File: src/rtl/serial_word_tx_if.sv
// serial_word_tx_if: word handshake in, framed serial bitstream out
interface serial_word_tx_if #(parameter int WIDTH = 8);
    logic             in_valid;
    logic             in_ready;
    logic [WIDTH-1:0] in_data;
    logic             sout;
    logic             sout_valid;
    logic             sout_first;
    logic             sout_last;
    logic             exp_div;
    logic             busy;
    modport master (output in_valid, in_data,
                    input in_ready, sout, sout_valid, sout_first, sout_last, exp_div, busy);
    modport slave (input in_valid, in_data,
                   output in_ready, sout, sout_valid, sout_first, sout_last, exp_div, busy);
endinterface

File: src/rtl/serial_word_tx.sv
// serial_word_tx: MSB-first word serializer with one-word pending slot and mod-MODULUS flag
module serial_word_tx #(
    parameter int WIDTH   = 8,
    parameter int MODULUS = 5
) (
    input logic                clk,
    input logic                resetn,
    serial_word_tx_if.slave    bus
);
    localparam int CW = $clog2(WIDTH);
    localparam int RW = $clog2(MODULUS);
    localparam logic [RW:0] MW = (RW+1)'(MODULUS);
    typedef enum logic {IDLE, SHIFT} state_t;
    state_t           state;
    logic [CW-1:0]    cnt;
    logic [WIDTH-1:0] shreg, pend_data, load_word;
    logic [RW-1:0]    rem, rem_nx;
    logic [RW:0]      dbl;
    logic             pend_full, pend_next, accept, end_word, direct, load;
    assign bus.in_ready = resetn && !pend_full;
    assign accept       = bus.in_valid && bus.in_ready;
    assign end_word     = state == SHIFT && cnt == '0;
    assign direct       = state == IDLE || end_word;
    assign load         = (end_word && pend_full) || (accept && direct);
    assign load_word    = pend_full ? pend_data : bus.in_data;
    assign pend_next    = pend_full ? !end_word : accept && !direct;
    // 2*rem+b < 2*MODULUS, so one conditional subtract reduces it
    assign dbl          = {rem, shreg[WIDTH-1]};
    assign rem_nx       = RW'(dbl >= MW ? dbl - MW : dbl);
    always_ff @(posedge clk) begin
        if (!resetn) begin
            state          <= IDLE;
            cnt            <= '0;
            shreg          <= '0;
            pend_full      <= 1'b0;
            pend_data      <= '0;
            rem            <= '0;
            bus.sout       <= 1'b0;
            bus.sout_valid <= 1'b0;
            bus.sout_first <= 1'b0;
            bus.sout_last  <= 1'b0;
            bus.exp_div    <= 1'b0;
            bus.busy       <= 1'b0;
        end else begin
            pend_full <= pend_next;
            if (accept && !direct)
                pend_data <= bus.in_data;
            bus.busy <= load || (state == SHIFT && cnt != '0) || pend_next;
            if (load) begin
                state          <= SHIFT;
                cnt            <= CW'(WIDTH - 1);
                shreg          <= load_word << 1;
                rem            <= RW'(load_word[WIDTH-1]);
                bus.sout       <= load_word[WIDTH-1];
                bus.sout_valid <= 1'b1;
                bus.sout_first <= 1'b1;
                bus.sout_last  <= 1'b0;
                bus.exp_div    <= 1'b0;
            end else if (state == SHIFT && cnt != '0) begin
                cnt            <= cnt - 1'b1;
                shreg          <= shreg << 1;
                rem            <= rem_nx;
                bus.sout       <= shreg[WIDTH-1];
                bus.sout_first <= 1'b0;
                bus.sout_last  <= cnt == CW'(1);
                bus.exp_div    <= cnt == CW'(1) && rem_nx == '0;
            end else begin
                state          <= IDLE;
                cnt            <= '0;
                rem            <= '0;
                bus.sout       <= 1'b0;
                bus.sout_valid <= 1'b0;
                bus.sout_first <= 1'b0;
                bus.sout_last  <= 1'b0;
                bus.exp_div    <= 1'b0;
            end
        end
    end
endmodule

File: src/flat_wrapper.sv
// flat-port wrapper written by rule: the top's interface ports become plain ports
module serial_word_tx_flat 
#(
    parameter int WIDTH   = 8,
    parameter int MODULUS = 5
)
  (clk, resetn, bus_in_valid, bus_in_data, bus_in_ready, bus_sout, bus_sout_valid, bus_sout_first, bus_sout_last, bus_exp_div, bus_busy);
  serial_word_tx_if #(.WIDTH(WIDTH)) bus_i ();
  input logic clk;
  input logic resetn;
  input wire logic [$bits(bus_i.in_valid)-1:0] bus_in_valid;
  input wire logic [$bits(bus_i.in_data)-1:0] bus_in_data;
  output wire logic [$bits(bus_i.in_ready)-1:0] bus_in_ready;
  output wire logic [$bits(bus_i.sout)-1:0] bus_sout;
  output wire logic [$bits(bus_i.sout_valid)-1:0] bus_sout_valid;
  output wire logic [$bits(bus_i.sout_first)-1:0] bus_sout_first;
  output wire logic [$bits(bus_i.sout_last)-1:0] bus_sout_last;
  output wire logic [$bits(bus_i.exp_div)-1:0] bus_exp_div;
  output wire logic [$bits(bus_i.busy)-1:0] bus_busy;
  assign bus_i.in_valid = bus_in_valid;
  assign bus_i.in_data = bus_in_data;
  assign bus_in_ready = bus_i.in_ready;
  assign bus_sout = bus_i.sout;
  assign bus_sout_valid = bus_i.sout_valid;
  assign bus_sout_first = bus_i.sout_first;
  assign bus_sout_last = bus_i.sout_last;
  assign bus_exp_div = bus_i.exp_div;
  assign bus_busy = bus_i.busy;
  serial_word_tx #(.WIDTH(WIDTH), .MODULUS(MODULUS)) u_core (.clk(clk), .resetn(resetn), .bus(bus_i));
endmodule
File: config.mk
export PLATFORM = sky130hd
export DESIGN_NAME = serial_word_tx_flat
export DESIGN_NICKNAME = d
export VERILOG_FILES = /design/src/rtl/serial_word_tx_if.sv /design/src/rtl/serial_word_tx.sv /design/src/flat_wrapper.sv
export SDC_FILE = /design/constraint.sdc
export NUM_CORES = 1
export LEC_CHECK = 0
export BUFFER_PORTS_ARGS = -buffer_cell sky130_fd_sc_hd__buf_2
export CAP_MARGIN = 0
export CORE_UTILIZATION = 55
export DETAILED_ROUTE_END_ITERATION = 6
export PLACE_DENSITY_LB_ADDON = 0.15
export SYNTH_ARGS = -nofsm -noshare
export SYNTH_HDL_FRONTEND = slang
export SYNTH_SLANG_ARGS = --single-unit
File: constraint.sdc
create_clock -name clk -period 2.1 [get_ports clk]
set_clock_uncertainty 0.1 [all_clocks]
set_input_delay 0.21 -clock clk [delete_from_list [all_inputs] [get_ports clk]]
set_output_delay 0.21 -clock clk [all_outputs]
set_load 0.005 [all_outputs]
==> impl_metrics.toml <==
[route]
drtPass1Iterations = 4
drt_wl_total_mm = 2.55
vias = 1036
drt_iter0_drc = 13
wl_per_cell_um = 14.2
ant_nets = 0
viasPerCell = 5.76
drc = 0

[synthesis]
ys_warn_count = 0
synthSimpleGateAreaFrac_pct = 15.7
synth_area_um2 = 1350
synthXorXnorAreaFrac_pct = 1.30
synth_mux_area_share_pct = 12.7
syn_avg_cell_area_um2 = 9.79
synth_compound_area_share_pct = 18.4
synthArstFlopShare_pct = 0
ys.flop_type = "dfxtp_1"
ys_ff_latch = 28
seq_area_frac_synth_pct = 41.5
synth_edf_count = 0
synth_cell_type_count = 31
synthesis.nets = 154
synth_fa_ha_area_share_pct = 4.63
synth_top_family_by_area = "compound AO/OA/AOI/OAI gates"
syn_inst = 138

[timing]
fin_tns_setup_ns = 0
hold_viol = 0
rsz0062_at_grt = "no"
slew_violations = 0
min_period_ns = 1.84
finalWorstSetupSlack_ns = 0.265
hold_ws_ns = 0.0358
worst_pin_slew_ns = 0.415
relSlewSlack_pct = 72.1
period_share_pct = 87.4
max_freq_mhz = 545
setup_violations = 0

[finish]
layout_common_cells = "28 x dfxtp_1, 17 x buf_2, 16 x mux2i_1, 11 x nor2b_1, 11 x a21oi_1"
fin_nets = 169
utilization_pct = 66.3
layout.cells.non_filler = 180
stdcell_area_um2 = 1500
fillers = 211
drive_gt1_share_pct = 18.4
layout_commonest_cell = "dfxtp_1"
syn_to_final_growth_pct = 10.6
diodes = 0

[clock_tree]
cts_resized = 0
clockBufferDepth = 2
htreeDepth = 1
ctsHoldBuffers = 0
postCtsSetupBuffers = 0
cts.clk_slew.worst_paths_ns = 0.16
cts_root_buf = "clkbuf_4"
cts.sinks = 28
cts_tree = "done"
numCtsBuffers = 3
clock_latency_ns = 0.33

[die]
initial_core_util_pct = 59.9
die_w_um = 51.6
num_rows = 17
num_io_pins = 18
die_h_um = 51.6
dieArea_um2 = 2660
core_area_um2 = 2250

[place]
dpl-instance-area_um2 = 1440
place_ws_ns = 0.105
hpwlAfterDp_mm = 1.76
dp.cells = 176
gp_congestion = 0.752
port_buffers = 17

[worst_setup_path]
start_kind = "register"
crit_arrival_ns = 1.98
r2r_start = "u_core.cnt[0]"
cp_slowest_cell = "or4b_4"
critical_path.top_delay_family = "simple AND/OR/NAND/NOR gates"
rr_endpoint = "u_core.pend_data[7]"
worstSetupEndpointType = "register"
r2r_setup_slack_ns = 0.26
worst-r2r-cell-count = 6
crit_type = "register to register"
crit_buf_inv = 1
cp_max_fo = 8
critPathRequiredTime_ns = 2.24
worstPathCellList = "inv_1 -> ha_1 -> nand2b_1 -> or4b_4 -> mux2i_1 -> nor2b_1"
crit_cells = 6
crit_path_max_incr_delay_ns = 0.59

[hold_path]
holdPathStages = 3
hp-class = "input pin to register"
hold_path_startpoint = "bus_in_data[3]"
worstHoldEndpoint = "u_core.pend_data[3]"

[run]
drv_cap = 0

[global_route]
grt_pass1_wl_mm = 3.95
grt_pass1_vias = 904
antenna_found_initial = 0
grt_usage_pct = 20.1
grt_max_degree = 24
overflow = 0

[power]
pwr_density_cell_nw_per_um2 = 762
finalPower_mw = 1.14
pwr-share-comb_pct = 17.3
p_sw_share_pct = 25.3
internal_power_mw = 0.851
p_seq_share_pct = 51.5
p_leak_nw = 0.725
switchingPower_mw = 0.288
p_clk_share_pct = 31.2
ir_worst_vdd_v = 0.000587

[status]
status = "completed"
## worst max path at each step
stage / start / end / slack (ns)
floorplan: u_core.cnt[0] / u_core.pend_data[0] / 0.39
global placement: u_core.cnt[0] / u_core.pend_data[7] / 0.18
detailed placement: u_core.cnt[0] / u_core.pend_data[2] / 0.11
CTS: u_core.cnt[0] / u_core.pend_data[4] / 0.1
global route: u_core.cnt[0] / u_core.pend_data[4] / 0.13
finish: u_core.cnt[0] / u_core.pend_data[7] / 0.26
## layout make-up
type                            count  area, µm²  area share (%)
Clock buffer                        3       22.5            1.51
Clock inverter                      1       30.0            2.01
Inverter                            6       22.5            1.51
Multi-Input combinational cell     94        717            47.9
Sequential cell                    28        561            37.5
Tap cell                           28       35.0            2.34
Timing Repair Buffer               20        108            7.20
## cell families after synthesis
| family | after synthesis |
|---|---|
| buf+inv | 16 |
| compound gates | 34 |
| flops | 28 |
| xor+xnor | 2 |
| mux | 17 |
| simple gates | 36 |
| fa+ha+maj | 5 |
## worst reg2reg max path, delay by kind of cell, from the launching register on
family                   cells  cell delay, ns
AND/OR/NAND/NOR              3            0.79
flip-flops                   1            0.39
adder cells (fa/ha/maj)      1            0.21
multiplexers                 1            0.20
buffers and inverters        1            0.07
## synthesized netlist by cell type (2+ instances only)
master / n / area share, %
nor4_1: 2 / 0.93
nand2_1: 3 / 0.83
clkbuf_1: 6 / 1.7
o21ai_0: 3 / 1.1
nor2b_1: 11 / 5.1
o21bai_1: 2 / 1.1
mux2i_1: 16 / 12
nor3_1: 2 / 0.74
xnor2_1: 2 / 1.3
a211o_1: 6 / 3.9
a21oi_1: 11 / 4.1
buf_2: 2 / 0.74
dfxtp_1: 28 / 41
buf_6: 2 / 1.7
nor2_1: 5 / 1.4
and3_1: 7 / 3.2
a32o_1: 6 / 4.4
inv_1: 6 / 1.7
ha_1: 5 / 4.6
nand2b_1: 2 / 0.93
## registers in the layout, indices dropped and copies added (netlist names)
name	cells
u_core.bus.sout	1
u_core.bus.busy	1
u_core.bus.sout_valid	1
u_core.bus.sout_last	1
u_core.rem	3
u_core.pend_full	1
u_core.bus.exp_div	1
u_core.shreg	7
u_core.pend_data	8
u_core.bus.sout_first	1
u_core.cnt	3
## power groups by stage
stage               Combinational, mW  Clock, mW  Sequential [mW]
detailed placement              0.196          0            0.598
finish                          0.197      0.356            0.587
CTS                             0.197      0.356            0.587
floorplan                       0.149          0            0.595
global placement                0.188          0            0.596
global route                    0.219      0.379            0.591
## layer usage
layer  vias up  global-route usage, %  part of all wire, %  routed length (µm)
li1        520                      -                    -                   -
met1       496                   27.3                   51                1290
met2        16                   31.4                   46                1160
met3         4                   3.80                  2.9                  74
met4         0                   7.66                 0.82                  21
met5         -                      0                    0                   0
Power figures use the tool's default switching activity.
